`config.mk`:
```
export PLATFORM = sky130hd
export DESIGN_NAME = mm2s_lite_regs
export DESIGN_NICKNAME = d
export VERILOG_FILES = /design/src/rtl/mm2s_lite_regs_pkg.sv /design/src/rtl/mm2s_lite_regs_axi_lite_slave_if.sv /design/src/rtl/mm2s_lite_regs.sv
export SDC_FILE = /design/constraint.sdc
export NUM_CORES = 1
export LEC_CHECK = 0
export CORE_AREA = 2 2 140 142
export DETAILED_ROUTE_END_ITERATION = 10
export DIE_AREA = 0 0 142 144
export PLACE_DENSITY = 0.74
export SLEW_MARGIN = 20
export SYNTH_ARGS = -nofsm -noshare
export SYNTH_HDL_FRONTEND = slang
export SYNTH_SLANG_ARGS = --single-unit
```
`constraint.sdc`:
```
create_clock -name clk -period 8 [get_ports clk]
set_input_delay 1.6 -clock clk [delete_from_list [all_inputs] [get_ports clk]]
set_output_delay 1.6 -clock clk [all_outputs]
set_load 0.03 [all_outputs]
```
`src/rtl/mm2s_lite_regs_pkg.sv`:
```
// mm2s_lite_regs_pkg: register map shared by the MM2S register block and the lite-control master.
// Holds byte offsets, register bit positions, AXI response codes and the offset decoder.
package mm2s_lite_regs_pkg;

    localparam int unsigned AXI_DATA_W  = 32;
    localparam int unsigned AXI_RESP_W  = 2;
    localparam int unsigned MM2S_ADDR_W = 10;
    localparam int unsigned MM2S_LEN_W  = 26;

    // Register byte offsets
    localparam int unsigned DMACR_OFF  = 32'h00;
    localparam int unsigned DMASR_OFF  = 32'h04;
    localparam int unsigned SA_OFF     = 32'h18;
    localparam int unsigned MSB_OFF    = 32'h1C;
    localparam int unsigned LENGTH_OFF = 32'h28;

    // DMACR bits
    localparam int unsigned RS_BIT        = 0;
    localparam int unsigned RESET_BIT     = 2;
    localparam int unsigned IOC_IRQEN_BIT = 12;

    // DMASR bits
    localparam int unsigned HALTED_BIT  = 0;
    localparam int unsigned IDLE_BIT    = 1;
    localparam int unsigned IOC_IRQ_BIT = 12;

    localparam logic [AXI_RESP_W-1:0] RESP_OKAY   = 2'b00;
    localparam logic [AXI_RESP_W-1:0] RESP_SLVERR = 2'b10;

    typedef enum logic [2:0] {
        REG_DMACR,
        REG_DMASR,
        REG_SA,
        REG_MSB,
        REG_LENGTH,
        REG_NONE
    } reg_sel_e;

    // Read response payload
    typedef struct packed {
        logic [AXI_DATA_W-1:0] data;
        logic [AXI_RESP_W-1:0] resp;
    } axil_rbeat_t;

    // Byte address -> register select; the two byte-lane bits are ignored.
    function automatic reg_sel_e decode_offset(input logic [31:0] byte_addr);
        reg_sel_e sel;
        case (byte_addr & ~32'h3)
            DMACR_OFF:  sel = REG_DMACR;
            DMASR_OFF:  sel = REG_DMASR;
            SA_OFF:     sel = REG_SA;
            MSB_OFF:    sel = REG_MSB;
            LENGTH_OFF: sel = REG_LENGTH;
            default:    sel = REG_NONE;
        endcase
        return sel;
    endfunction

endpackage

```
`src/rtl/mm2s_lite_regs_axi_lite_slave_if.sv`:
```
// mm2s_lite_regs_axi_lite_slave_if: AXI4-Lite handshake engine for the MM2S register block.
// Ports: s_axi_lite_* channels; wr_en_c/wr_addr_c/wr_data_c pulse on the edge a write commits,
// wr_err selects SLVERR for it; rd_en_c/rd_addr_c on the AR handshake, rd_data/rd_err captured then.
module mm2s_lite_regs_axi_lite_slave_if
    import mm2s_lite_regs_pkg::*;
#(
    parameter int unsigned ADDR_W = MM2S_ADDR_W
) (
    input  logic                  clk,
    input  logic                  rst,
    input  logic [ADDR_W-1:0]     s_axi_lite_awaddr,
    input  logic                  s_axi_lite_awvalid,
    output logic                  s_axi_lite_awready,
    input  logic [AXI_DATA_W-1:0] s_axi_lite_wdata,
    input  logic                  s_axi_lite_wvalid,
    output logic                  s_axi_lite_wready,
    output logic [AXI_RESP_W-1:0] s_axi_lite_bresp,
    output logic                  s_axi_lite_bvalid,
    input  logic                  s_axi_lite_bready,
    input  logic [ADDR_W-1:0]     s_axi_lite_araddr,
    input  logic                  s_axi_lite_arvalid,
    output logic                  s_axi_lite_arready,
    output logic [AXI_DATA_W-1:0] s_axi_lite_rdata,
    output logic [AXI_RESP_W-1:0] s_axi_lite_rresp,
    output logic                  s_axi_lite_rvalid,
    input  logic                  s_axi_lite_rready,
    output logic                  wr_en_c,
    output logic [ADDR_W-1:0]     wr_addr_c,
    output logic [AXI_DATA_W-1:0] wr_data_c,
    input  logic                  wr_err,
    output logic                  rd_en_c,
    output logic [ADDR_W-1:0]     rd_addr_c,
    input  logic [AXI_DATA_W-1:0] rd_data,
    input  logic                  rd_err
);

    logic                  aw_held_q;
    logic                  w_held_q;
    logic [ADDR_W-1:0]     aw_addr_q;
    logic [AXI_DATA_W-1:0] w_data_q;
    axil_rbeat_t           rbeat_q;

    logic aw_hs_c, w_hs_c;
    logic aw_held_nxt_c, w_held_nxt_c, bvalid_nxt_c, rvalid_nxt_c;

    // Handshake decode; a write commits on the edge where both AW and W are available
    always_comb begin
        aw_hs_c       = s_axi_lite_awvalid & s_axi_lite_awready;
        w_hs_c        = s_axi_lite_wvalid & s_axi_lite_wready;
        wr_en_c       = (aw_held_q | aw_hs_c) & (w_held_q | w_hs_c);
        wr_addr_c     = aw_held_q ? aw_addr_q : s_axi_lite_awaddr;
        wr_data_c     = w_held_q ? w_data_q : s_axi_lite_wdata;
        aw_held_nxt_c = ~wr_en_c & (aw_held_q | aw_hs_c);
        w_held_nxt_c  = ~wr_en_c & (w_held_q | w_hs_c);
        bvalid_nxt_c  = wr_en_c | (s_axi_lite_bvalid & ~s_axi_lite_bready);
        rd_en_c       = s_axi_lite_arvalid & s_axi_lite_arready;
        rd_addr_c     = s_axi_lite_araddr;
        rvalid_nxt_c  = rd_en_c | (s_axi_lite_rvalid & ~s_axi_lite_rready);
    end

    // Channel state; readies are registered from the next-state so they are low in reset
    always_ff @(posedge clk or posedge rst) begin
        if (rst) begin
            aw_held_q          <= 1'b0;
            w_held_q           <= 1'b0;
            aw_addr_q          <= '0;
            w_data_q           <= '0;
            s_axi_lite_awready <= 1'b0;
            s_axi_lite_wready  <= 1'b0;
            s_axi_lite_bvalid  <= 1'b0;
            s_axi_lite_bresp   <= RESP_OKAY;
            s_axi_lite_arready <= 1'b0;
            s_axi_lite_rvalid  <= 1'b0;
            rbeat_q            <= '0;
        end else begin
            aw_held_q          <= aw_held_nxt_c;
            w_held_q           <= w_held_nxt_c;
            if (aw_hs_c) aw_addr_q <= s_axi_lite_awaddr;
            if (w_hs_c)  w_data_q  <= s_axi_lite_wdata;
            s_axi_lite_bvalid  <= bvalid_nxt_c;
            if (wr_en_c) s_axi_lite_bresp <= wr_err ? RESP_SLVERR : RESP_OKAY;
            s_axi_lite_awready <= ~aw_held_nxt_c & ~bvalid_nxt_c;
            s_axi_lite_wready  <= ~w_held_nxt_c & ~bvalid_nxt_c;
            s_axi_lite_rvalid  <= rvalid_nxt_c;
            s_axi_lite_arready <= ~rvalid_nxt_c;
            if (rd_en_c) begin
                rbeat_q.data <= rd_data;
                rbeat_q.resp <= rd_err ? RESP_SLVERR : RESP_OKAY;
            end
        end
    end

    assign s_axi_lite_rdata = rbeat_q.data;
    assign s_axi_lite_rresp = rbeat_q.resp;

endmodule

```
`src/rtl/mm2s_lite_regs.sv`:
```
// mm2s_lite_regs: MM2S channel register file behind an AXI4-Lite responder.
// Ports: clk/rst; s_axi_lite_* AXI4-Lite slave; xfer_start one-cycle start pulse with
// xfer_addr {MSB,SA} and xfer_len (LENGTH); xfer_done completion pulse in; mm2s_introut level irq.
module mm2s_lite_regs
    import mm2s_lite_regs_pkg::*;
#(
    parameter int unsigned ADDR_W = MM2S_ADDR_W,
    parameter int unsigned LEN_W  = MM2S_LEN_W
) (
    input  logic                  clk,
    input  logic                  rst,
    input  logic [ADDR_W-1:0]     s_axi_lite_awaddr,
    input  logic                  s_axi_lite_awvalid,
    output logic                  s_axi_lite_awready,
    input  logic [AXI_DATA_W-1:0] s_axi_lite_wdata,
    input  logic                  s_axi_lite_wvalid,
    output logic                  s_axi_lite_wready,
    output logic [AXI_RESP_W-1:0] s_axi_lite_bresp,
    output logic                  s_axi_lite_bvalid,
    input  logic                  s_axi_lite_bready,
    input  logic [ADDR_W-1:0]     s_axi_lite_araddr,
    input  logic                  s_axi_lite_arvalid,
    output logic                  s_axi_lite_arready,
    output logic [AXI_DATA_W-1:0] s_axi_lite_rdata,
    output logic [AXI_RESP_W-1:0] s_axi_lite_rresp,
    output logic                  s_axi_lite_rvalid,
    input  logic                  s_axi_lite_rready,
    output logic                  xfer_start,
    output logic [63:0]           xfer_addr,
    output logic [LEN_W-1:0]      xfer_len,
    input  logic                  xfer_done,
    output logic                  mm2s_introut
);

    logic                  wr_en_c, rd_en_c;
    logic [ADDR_W-1:0]     wr_addr_c, rd_addr_c;
    logic [AXI_DATA_W-1:0] wr_data_c, rd_data_c;
    logic                  wr_err_c, rd_err_c, start_c;
    reg_sel_e              wr_sel_c, rd_sel_c;

    logic                  rs_q, ioc_en_q, soft_rst_q, idle_q, ioc_irq_q;
    logic [31:0]           sa_q, msb_q;
    logic [LEN_W-1:0]      len_q;

    mm2s_lite_regs_axi_lite_slave_if #(.ADDR_W(ADDR_W)) u_if (
        .clk                (clk),
        .rst                (rst),
        .s_axi_lite_awaddr  (s_axi_lite_awaddr),
        .s_axi_lite_awvalid (s_axi_lite_awvalid),
        .s_axi_lite_awready (s_axi_lite_awready),
        .s_axi_lite_wdata   (s_axi_lite_wdata),
        .s_axi_lite_wvalid  (s_axi_lite_wvalid),
        .s_axi_lite_wready  (s_axi_lite_wready),
        .s_axi_lite_bresp   (s_axi_lite_bresp),
        .s_axi_lite_bvalid  (s_axi_lite_bvalid),
        .s_axi_lite_bready  (s_axi_lite_bready),
        .s_axi_lite_araddr  (s_axi_lite_araddr),
        .s_axi_lite_arvalid (s_axi_lite_arvalid),
        .s_axi_lite_arready (s_axi_lite_arready),
        .s_axi_lite_rdata   (s_axi_lite_rdata),
        .s_axi_lite_rresp   (s_axi_lite_rresp),
        .s_axi_lite_rvalid  (s_axi_lite_rvalid),
        .s_axi_lite_rready  (s_axi_lite_rready),
        .wr_en_c            (wr_en_c),
        .wr_addr_c          (wr_addr_c),
        .wr_data_c          (wr_data_c),
        .wr_err             (wr_err_c),
        .rd_en_c            (rd_en_c),
        .rd_addr_c          (rd_addr_c),
        .rd_data            (rd_data_c),
        .rd_err             (rd_err_c)
    );

    // Address decode, read mux and start qualification
    always_comb begin
        wr_sel_c  = decode_offset(32'(wr_addr_c));
        rd_sel_c  = decode_offset(32'(rd_addr_c));
        wr_err_c  = (wr_sel_c == REG_NONE);
        rd_err_c  = (rd_sel_c == REG_NONE);
        rd_data_c = '0;
        case (rd_sel_c)
            REG_DMACR: begin
                rd_data_c[RS_BIT]        = rs_q;
                rd_data_c[IOC_IRQEN_BIT] = ioc_en_q;
            end
            REG_DMASR: begin
                rd_data_c[HALTED_BIT]  = ~rs_q;
                rd_data_c[IDLE_BIT]    = idle_q;
                rd_data_c[IOC_IRQ_BIT] = ioc_irq_q;
            end
            REG_SA:     rd_data_c = sa_q;
            REG_MSB:    rd_data_c = msb_q;
            REG_LENGTH: rd_data_c = 32'(len_q);
            default:    rd_data_c = '0;
        endcase
        start_c = wr_en_c && (wr_sel_c == REG_LENGTH) && (|wr_data_c[LEN_W-1:0])
                  && rs_q && idle_q;
    end

    // Register file, start pulse and completion/interrupt status
    always_ff @(posedge clk or posedge rst) begin
        if (rst) begin
            rs_q         <= 1'b0;
            ioc_en_q     <= 1'b0;
            soft_rst_q   <= 1'b0;
            idle_q       <= 1'b1;
            ioc_irq_q    <= 1'b0;
            sa_q         <= '0;
            msb_q        <= '0;
            len_q        <= '0;
            xfer_start   <= 1'b0;
            mm2s_introut <= 1'b0;
        end else if (soft_rst_q) begin
            // Soft reset lands one cycle after the DMACR write; the B response is unaffected
            rs_q         <= 1'b0;
            ioc_en_q     <= 1'b0;
            soft_rst_q   <= 1'b0;
            idle_q       <= 1'b1;
            ioc_irq_q    <= 1'b0;
            sa_q         <= '0;
            msb_q        <= '0;
            len_q        <= '0;
            xfer_start   <= 1'b0;
            mm2s_introut <= 1'b0;
        end else begin
            xfer_start   <= start_c;
            mm2s_introut <= ioc_irq_q & ioc_en_q;
            if (wr_en_c) begin
                case (wr_sel_c)
                    REG_DMACR: begin
                        rs_q       <= wr_data_c[RS_BIT];
                        ioc_en_q   <= wr_data_c[IOC_IRQEN_BIT];
                        soft_rst_q <= wr_data_c[RESET_BIT];
                    end
                    REG_DMASR:  if (wr_data_c[IOC_IRQ_BIT]) ioc_irq_q <= 1'b0;
                    REG_SA:     sa_q  <= wr_data_c;
                    REG_MSB:    msb_q <= wr_data_c;
                    REG_LENGTH: len_q <= wr_data_c[LEN_W-1:0];
                    default: ;
                endcase
            end
            if (start_c) idle_q <= 1'b0;
            // Completion after the W1C so a coincident set wins
            if (xfer_done) begin
                idle_q    <= 1'b1;
                ioc_irq_q <= 1'b1;
            end
        end
    end

    assign xfer_addr = {msb_q, sa_q};
    assign xfer_len  = len_q;

endmodule

```
Yosys cells after proc, flatten, opt, wreduce, memory -nomap -nowiden
Index checks and enable logic that the tools add are counted.

storage, ports and cells
  output and inout port bits = 133
  input port bits = 60
  word-level logic and storage cells = 125
  register bits after elaboration = 182

operators by class
  equal/unequal tests = 18
  mux-type cells = 39
  reduce and logical (&&, ||, !) cells = 23
  bitwise operators = 23

operators with widths
  cell                                                                   count
  32-bit two-way mux                                                     7
  26-bit two-way mux                                                     3
  32-bit logical NOT                                                     2
  19-bit case mux with 3 select lines                                    1
  8-bit by 3-bit equality test with 1-bit output, second input constant  4
  10-bit case mux with 3 select lines                                    1
  3-bit case mux with 5 select lines                                     2
  26-bit OR reduction                                                    1
  1-bit two-way mux                                                      19
  8-bit by 1-bit equality test with 1-bit output, second input constant  2
  8-bit by 4-bit equality test with 1-bit output, second input constant  2
  3-bit by 2-bit equality test with 1-bit output, second input constant  4
  3-bit equality test, second input constant                             4
  3-bit nonzero test                                                     4
  1-bit bitwise AND                                                      11
  10-bit two-way mux                                                     1
  1-bit case mux with 5 select lines                                     2
  2-bit nonzero test                                                     5
  1-bit inverter                                                         8
  2-bit AND reduction                                                    4
  3-bit by 1-bit equality test with 1-bit output, second input constant  2
  3-bit logical NOT                                                      2
  1-bit logical AND                                                      4
  2-bit two-way mux                                                      2
  other kinds (3)                                                        6

Logic depth before layout (Yosys ltp)
  word-level depth = 11
  depth in mapped cells = 8

Cells and area by module
A second synthesis with hierarchy kept.

second synthesis, totals
  cell total of the unflattened synthesis = 770
  area, all modules = 8,400.6 um^2

by module, submodules not included
  module                            instances  sequential area each (um^2)  cells an instance  area each (um^2)
  mm2s_lite_regs                    1          2,428.6                      528                4,584.4
  mm2s_lite_regs_axi_lite_slave_if  1          2,077.0                      242                3,816.2

Worst setup path after synthesis
Ideal clock, no wire load.

  kind = in2reg
  from = in s_axi_lite_wvalid
  to = reg len_q[0], in the netlist xfer_len[0]
  data arrival time = 3,135 ps
  data required time = 7,873 ps
  cell stages on the path = 7
  library setup time = 127 ps
  setup slack = 4,738 ps
  cell sequence = and2_1 -> buf_2 -> o21ai_1 -> o21bai_1 -> or2_1 -> buf_4 -> mux2_1

between the ends
  word-level cells in the longest chain between the ends = 5

ends and longest elaborated chain
  item                                  RTL line                                text
  from (decl)                           mm2s_lite_regs.sv:16                    input logic s_axi_lite_wvalid,
  1-bit bitwise AND                     mm2s_lite_regs_axi_lite_slave_if.sv:49  w_hs_c = s_axi_lite_wvalid & s_axi_lite_wready;
  1-bit bitwise OR                      mm2s_lite_regs_axi_lite_slave_if.sv:50  wr_en_c = (aw_held_q | aw_hs_c) & (w_held_q | w_hs_c);
  1-bit bitwise AND                     mm2s_lite_regs_axi_lite_slave_if.sv:50
  2-bit nonzero test (no source line)   n/a
  2-bit AND reduction (no source line)  n/a
  to (signal assigned)                  mm2s_lite_regs.sv:138                   REG_LENGTH: len_q <= wr_data_c[LEN_W-1:0];
  to (decl)                             mm2s_lite_regs.sv:43                    logic [LEN_W-1:0] len_q;

No other way between the ends.
A chain may end at the register's enable or synchronous reset.

Final worst setup path
Ends and elaborated chain as after synthesis.

==> summary by stage <==
Status
The flow ran to the end, and the final reports show no timing, DRC or antenna violations.

Layout
Leaving out filler cells and counting taps, the final layout contains 1171. The fraction of final layout cells with drive strength greater than 1 is 11.7%. The net count of the finished layout is 980. The register cell area after layout is 4460 µm².

The final antenna diode count is 0. The area of the multi-input gates is 3560 µm². After filler insertion, the fill cell instance count of the layout stands at 1635. The area overhead of the layout relative to synthesis is 31.4%.

Setup path
The maximum net fanout on the critical path is 36. The critical setup path kind is input port to register. The cell at the slowest stage of the critical path is and2_2. The nature of the critical path endpoint is a register.

STA puts the critical path data required time at 8310 ps. STA puts the critical path data arrival time at 4620 ps. The critical path's largest stage delay is 690 ps. The signal on the critical path passes through clkdlybuf4s50_1 > and2_2 > o21ai_1 > o21bai_2 > buf_4 > or2_1 > buf_4 > mux2_1. The startpoint type of the worst setup path is an input port. The cell that appears most often on the critical path is buf_4.

Logic synthesis
For this run, the number of Yosys warnings is 0. The xor/xnor share of the synthesized area is 0.315%. After synthesis, flip-flops and latches occupy 53.5% of the total area.

The leading register cell type out of synthesis is dfrtp_1. By area, the combinational part of the netlist is dominated by compound AO/OA/AOI/OAI gates. The synthesized design contains 178 register bits. The count of mapped cells out of synthesis is 769.

Summing the areas of all compound-gate instances in the mapped netlist gives 20.7% of the synthesized area. The post-synthesis adder-cell area fraction is 0%. The multiplexer fraction of the synthesized cell area is 10.2%. The unique cell type count in the Yosys netlist is 54. The share of synthesized area in the top cell type comes to 53.2%. In the post-synthesis netlist, the biggest area contributors are dfrtp_1, mux2_2, mux2i_1.

Averaged over all synthesized cells, the footprint is 10.8 µm². The proportion of synthesized flip-flops having asynchronous set or reset is 100%. The number of synthesized flops with an enable pin is 0. Of the total synthesized cell area, the portion taken by AND, OR, NAND and NOR gates is 11.1%. Of all cell types, the one taking the most synthesized area is dfrtp_1. Summing every instance area after synthesis gives 8330 µm².

Floorplan
The die is 144 µm tall. Pin placement for this block handled 193 I/O pins. The chip width is 142 µm.

The floorplan step defined a die boundary enclosing 20400 µm². The standard-cell row count is 51. After floorplanning, the core was sized to cover 19100 µm². Once the floorplan was initialized, standard cells occupied 43.7% of the core.

Timing
The worst max-slew margin expressed relative to the limit is 32.2%. Setup violations remaining at the end of the flow were counted as 0. Setup repair after global routing left no endpoint under its margin.

The worst hold-check slack is 481 ps. The total negative slack is 0 ps. For the finished layout, the period the worst path requires is 4310 ps.

At the pin with the least slew margin, the transition time is 1020 ps. The count of final max-slew check failures is 0. The final number of hold-violating endpoints is 0. Setup slack closes at 3690 ps.

The achievable frequency is 232 MHz. The setup skew after layout is 11.4 ps. Of the available clock period, the critical path in the final layout requires 53.9%.

Clock tree
The clock-pin slew on the worst setup and hold paths is 60 ps. CTS placed an instance of clkbuf_16 at the clock tree root. The count of cells resized by post-cts repair is 0.

The CTS sink count is 178. The number of buffers inserted to repair setup after CTS is 0. The clock buffer count from CTS is 17. The clock tree from TritonCTS is built.

Counting along the longest clock path gives a buffer depth of 2. At the later pin of the worst-skew pair, clock insertion delay measures 430 ps. The H-tree generated during clock tree synthesis spans 4 levels.

The number of hold buffers added after CTS was 0.

Placement
The count of buffers added on input and output ports is 186. The worst setup timing slack at the placement stage is 3250 ps. The congestion estimate from routability-driven global placement came to 0.802. The post-placement cell count is 1139.

The HPWL after detailed placement is 15400 µm.

Power and ir drop
After layout, the design draws a total of 3.68 mW. Summed over all cells, the static leakage comes to 4.40 nW. For this design the ratio of total power to cell area is 336 nW/µm². Across the VDD grid, the largest voltage drop is 0.318 mV.

GRT
Entering global routing, the biggest net connects 102 pins. The global-route total usage across every layer is 22.8%. For this run the aggregate overflow at the end of global routing stands at 0. The via count of the first global-routing pass is 6334.

The wire length of the first global-routing pass is 35800 µm. The number of antenna violations at the first check in global routing was 0.

Job
Max-cap violations in this run came to 0.

Detailed routing
The detail route stage leaves a number of antenna-violating nets equal to 0. The total wirelength of the detailed-routed design is 22900 µm. The first routing iteration left 504 violations.

In the final routed layout, each cell accounts on average for 19.5 µm. The number of vias per cell is 5.67. The number of vias after detailed routing is 6640.

Before antenna repair, the detailed router went through 5 iterations. In the routed design, unresolved DRC markers number 0.

Hold path
In this run the worst hold path is classified as register to register.
[report_power, final]
| group | leakage [nW] | internal [mW] | switching (mW) |
|---|---|---|---|
| clock network | 0.302 | 0.515 | 0.372 |
| logic | 1.76 | 0.606 | 0.747 |
| registers | 2.33 | 1.17 | 0.272 |
[kinds of logic after synthesis]
| logic type | count (synthesis) |
|---|---|
| compound gates | 255 |
| xor+xnor | 3 |
| buf+inv | 79 |
| flops | 178 |
| mux | 80 |
| other cells | 1 |
| simple gates | 173 |
[synth_stat cells (3+ instances only)]
| master | number |
|---|---|
| dfrtp_1 | 177 |
| a21oi_1 | 61 |
| nor2_1 | 53 |
| o21ai_0 | 41 |
| mux2i_1 | 40 |
| mux2_2 | 39 |
| clkbuf_1 | 37 |
| nand2_1 | 34 |
| a311oi_1 | 33 |
| a211oi_1 | 32 |
| nor2b_1 | 32 |
| a22o_1 | 24 |
| o21ai_1 | 24 |
| buf_2 | 22 |
| o31ai_1 | 14 |
| inv_1 | 12 |
| nor4_1 | 12 |
| o31ai_2 | 9 |
| nor3_1 | 7 |
| nand2b_1 | 5 |
| nand3_1 | 5 |
| nand4_1 | 5 |
| buf_1 | 4 |
| a31oi_1 | 3 |
| and2_1 | 3 |
| buf_4 | 3 |
| nor3_2 | 3 |
| o21bai_1 | 3 |
[flip-flops by register name (all words and copies together), names as in the netlist]
signal,count
xfer_len,26
ioc_en_q,1
u_if.w_held_q,1
u_if.aw_addr_q,8
u_if.s_axi_lite_awready,1
u_if.s_axi_lite_rdata,32
rs_q,1
u_if.s_axi_lite_bresp,1
mm2s_introut,1
u_if.s_axi_lite_arready,1
u_if.s_axi_lite_rresp,1
u_if.s_axi_lite_rvalid,1
xfer_start,1
soft_rst_q,1
ioc_irq_q,1
u_if.s_axi_lite_bvalid,1
idle_q,1
u_if.aw_held_q,1
u_if.w_data_q,32
msb_q,32
sa_q,32
u_if.s_axi_lite_wready,1
[cell type report]
cell class / count / area share (%)
clock buffers: 19 / 4.14
clock inverters: 13 / 1.59
inverters: 12 / 0.457
multi-input cells: 513 / 32.5
flip-flops and latches: 178 / 40.7
well taps: 238 / 2.72
repair buffers: 198 / 17.8
[cell usage in the layout (no fill, tap or decap), types with 32 or more instances in the layout]
cell | synthesis | layout
dfrtp_1 | 177 | 175
nor2_1 | 53 | 53
a311oi_1 | 33 | 33
nand2_1 | 34 | 34
mux2i_1 | 40 | 40
nor2b_1 | 32 | 32
clkdlybuf4s50_1 | 0 | 186
a21oi_1 | 61 | 61
o21ai_0 | 41 | 41
a211oi_1 | 32 | 32
mux2_2 | 39 | 39
[path summary, 6_finish.rpt]
check	end	slack [ps]	cells past startpoint	start
worst max-delay path	xfer_len[0]	3690	8	s_axi_lite_wvalid
worst min-delay path	u_if.s_axi_lite_rdata[18]	480	2	u_if.s_axi_lite_rdata[18]
worst max register to register	xfer_len[0]	4880	6	u_if.w_held_q
worst min register to register	u_if.s_axi_lite_rdata[18]	480	2	u_if.s_axi_lite_rdata[18]
max in group asynchronous	u_if.s_axi_lite_rdata[15]	4700	3	rst
min in group asynchronous	u_if.aw_addr_q[4]	1720	2	rst
[worst max-delay path: cells and delay by family]
kind | cells | cell delay, ps
buffers and inverters | 3 | 950
AO/OA/AOI/OAI | 2 | 670
multiplexers | 1 | 340
AND/OR/NAND/NOR | 2 | 1030
[per-stage QoR]
| stage | area, µm² | util (%) |
|---|---|---|
| 6_report | 10900 | 57.4 |
| 5_1_grt | 10900 | 57.4 |
| 4_1_cts | 10900 | 57.4 |
| 3_5_place_dp | 10300 | 54.1 |
| 3_3_place_gp | 10300 | 54.1 |
| 2_1_floorplan | 8330 | - |
[layer usage]
layer	global-route usage [%]	share of wire (%)
met5	0	0
met4	7.63	2.0
met3	4.67	5.9
met2	35.3	47
met1	32.1	45
Power figures use the tool's default switching activity.
==> RTL change, RTL diff (same flow settings) <==
Change the package constant `AXI_RESP_W` from 2 to 4.
--- a/src/rtl/mm2s_lite_regs_pkg.sv
+++ b/src/rtl/mm2s_lite_regs_pkg.sv
@@ -3,7 +3,7 @@
 package mm2s_lite_regs_pkg;
 
     localparam int unsigned AXI_DATA_W  = 32;
-    localparam int unsigned AXI_RESP_W  = 2;
+    localparam int unsigned AXI_RESP_W  = 4;
     localparam int unsigned MM2S_ADDR_W = 10;
     localparam int unsigned MM2S_LEN_W  = 26;
 
Ports: changed (resized s_axi_lite_bresp and s_axi_lite_rresp); port bits go from 193 to 197. No check against the original RTL was run, so the function may have changed too.
==> RTL change against the unedited design <==
- routed wire length is 1.4% lower
- die area stayed put
- sequential cell count stayed put
- synthesized area is 4.5% higher
- total power is 5.3% lower
- fmax is 8.9% higher
- cell area is 2.8% higher
- setup slack better by 0.35 ns
==> RTL change: results (changes against the unedited design) <==
Parameter                              Value

Status
  Run status    finished, final reports clean

Detailed routing
  Met2 WL post-DR    10.3 mm (-3.7%)
  Total met3 wirelength after detailed routing    1.17 mm (-13%)
  Sum of routed wire segments on met1    10.7 mm (+3.0%)
  WL/cell    18.7 um (-4.4%)

Synthesis
  Fraction of the yosys area taken by sequential cells    51.2% (-2.3 points)
  Synth unique cells    51 (-5.6%)
  Top area cells in the synthesized netlist    dfrtp_1 51%, mux2i_1 10%, mux2_2 5.4%
  Top post-synthesis cells by count    177 x dfrtp_1, 91 x mux2i_1, 72 x nor2_1
  Post-Syn Area per Cell    10.8 um2 (-0.14%)

Worst setup path
  Crit Reg-Reg Endpoint    xfer_len[16]
  Reg-to-reg slack, setup    4.86 ns (-0.02 ns)
  Max Fanout on Critical Path    28 (-22%)
  Origin of the worst setup path    s_axi_lite_awaddr[7]
  Data arrival time of the critical path    4.29 ns (-0.33 ns)

GRT
  Maximum number of pins on one net before global-route repair    99 (-2.9%)
  Wire length of the first global-routing pass    35.8 mm (about the same)

Place
  RD Place Congestion    0.769 (-4.1%)
  HPWL reported at the end of detailed placement    15.2 mm (-1.7%)

Layout
  Ratio of cells with drive above 1 in the final layout    15.2% (+3.5 points)
  Net total in the final layout    1020 (+4.1%)

Worst hold path
  Sink of the worst hold path    u_if.s_axi_lite_rdata[7]
  Start point of the worst hold path    u_if.s_axi_lite_rdata[7]

Power
  LEAKAGE    4.94 nW (+12%)
  Worst vdd rail ir drop    203 uV (-36%)
  Cell internal pwr    0.00226 W (-1.2%)

Timing
  Largest clock skew in the final design    0.00949 ns (-0.00195 ns)
-- RTL change: per-stage QoR --
step	setup slack [ns]	area (um2)	hold WS (ns)	total power (W)	util, %
final	4.04	11300	0.477	0.00348	59.0
after global routing	3.88	11300	0.499	0.00366	59.0
after CTS	4.05	11200	0.483	0.00350	58.9
after detailed placement	3.59	10600	0.469	0.00261	55.7
after global placement	3.65	10600	0.461	0.00258	55.7
after floorplan	1.57	8730	0.471	0.00214	-
-- RTL change: cell families after synthesis --
kind of cell,after synthesis,share of synthesized area (%)
AOI/OAI and AO/OA,167,13.0
xor gates and xnor gates,3,0.302
buffers and inverters,72,4.24
DFF,178,51.2
muxes,138,16.5
other,1,0.0431
and+or+nand+nor,246,14.7
-- RTL change: power groups by stage --
stage / Sequential (W) / Clock [W] / Combinational (W)
final: 0.00136 / 0.000886 / 0.00124
after detailed placement: 0.00137 / 0 / 0.00124
after CTS: 0.00136 / 0.000904 / 0.00124
after global placement: 0.00136 / 0 / 0.00122
after global routing: 0.00139 / 0.000938 / 0.00133
after floorplan: 0.00152 / 0 / 0.000611
-- RTL change: worst max path at each step --
stage / to / slack (ns) / cells after the start
5_1_grt: xfer_len[16] / 3.88 / 6
6_report: xfer_len[16] / 4.04 / 6
4_1_cts: xfer_len[14] / 4.05 / 6
3_5_place_dp: xfer_len[14] / 3.59 / 6
3_3_place_gp: xfer_len[13] / 3.65 / 6
2_1_floorplan: ioc_en_q / 1.57 / 1
-- RTL change: metal layers --
metal	vias up	GRT usage, %
met2	192	34.4
met4	0	6.37
met5	-	0
li1	3103	-
met3	24	5.07
met1	3210	32.9
-- RTL change: layout make-up --
type | instances | area [um2]
diodes | 1 | 2.50
clock buffers | 23 | 498
clock inverters | 5 | 125
fillers | 1608 | 7820
inverters | 8 | 35.0
multi-input cells | 560 | 3910
flip-flops and latches | 178 | 4460
well taps | 238 | 298
repair buffers | 195 | 1930
-- RTL change: worst max-delay path: stages --
cell and delay [ns]:
clkdlybuf4s50_1 0.41, or4_1 0.58, o22ai_4 0.28, nand3b_4 0.35
or2_1 0.72, o21ai_0 0.33
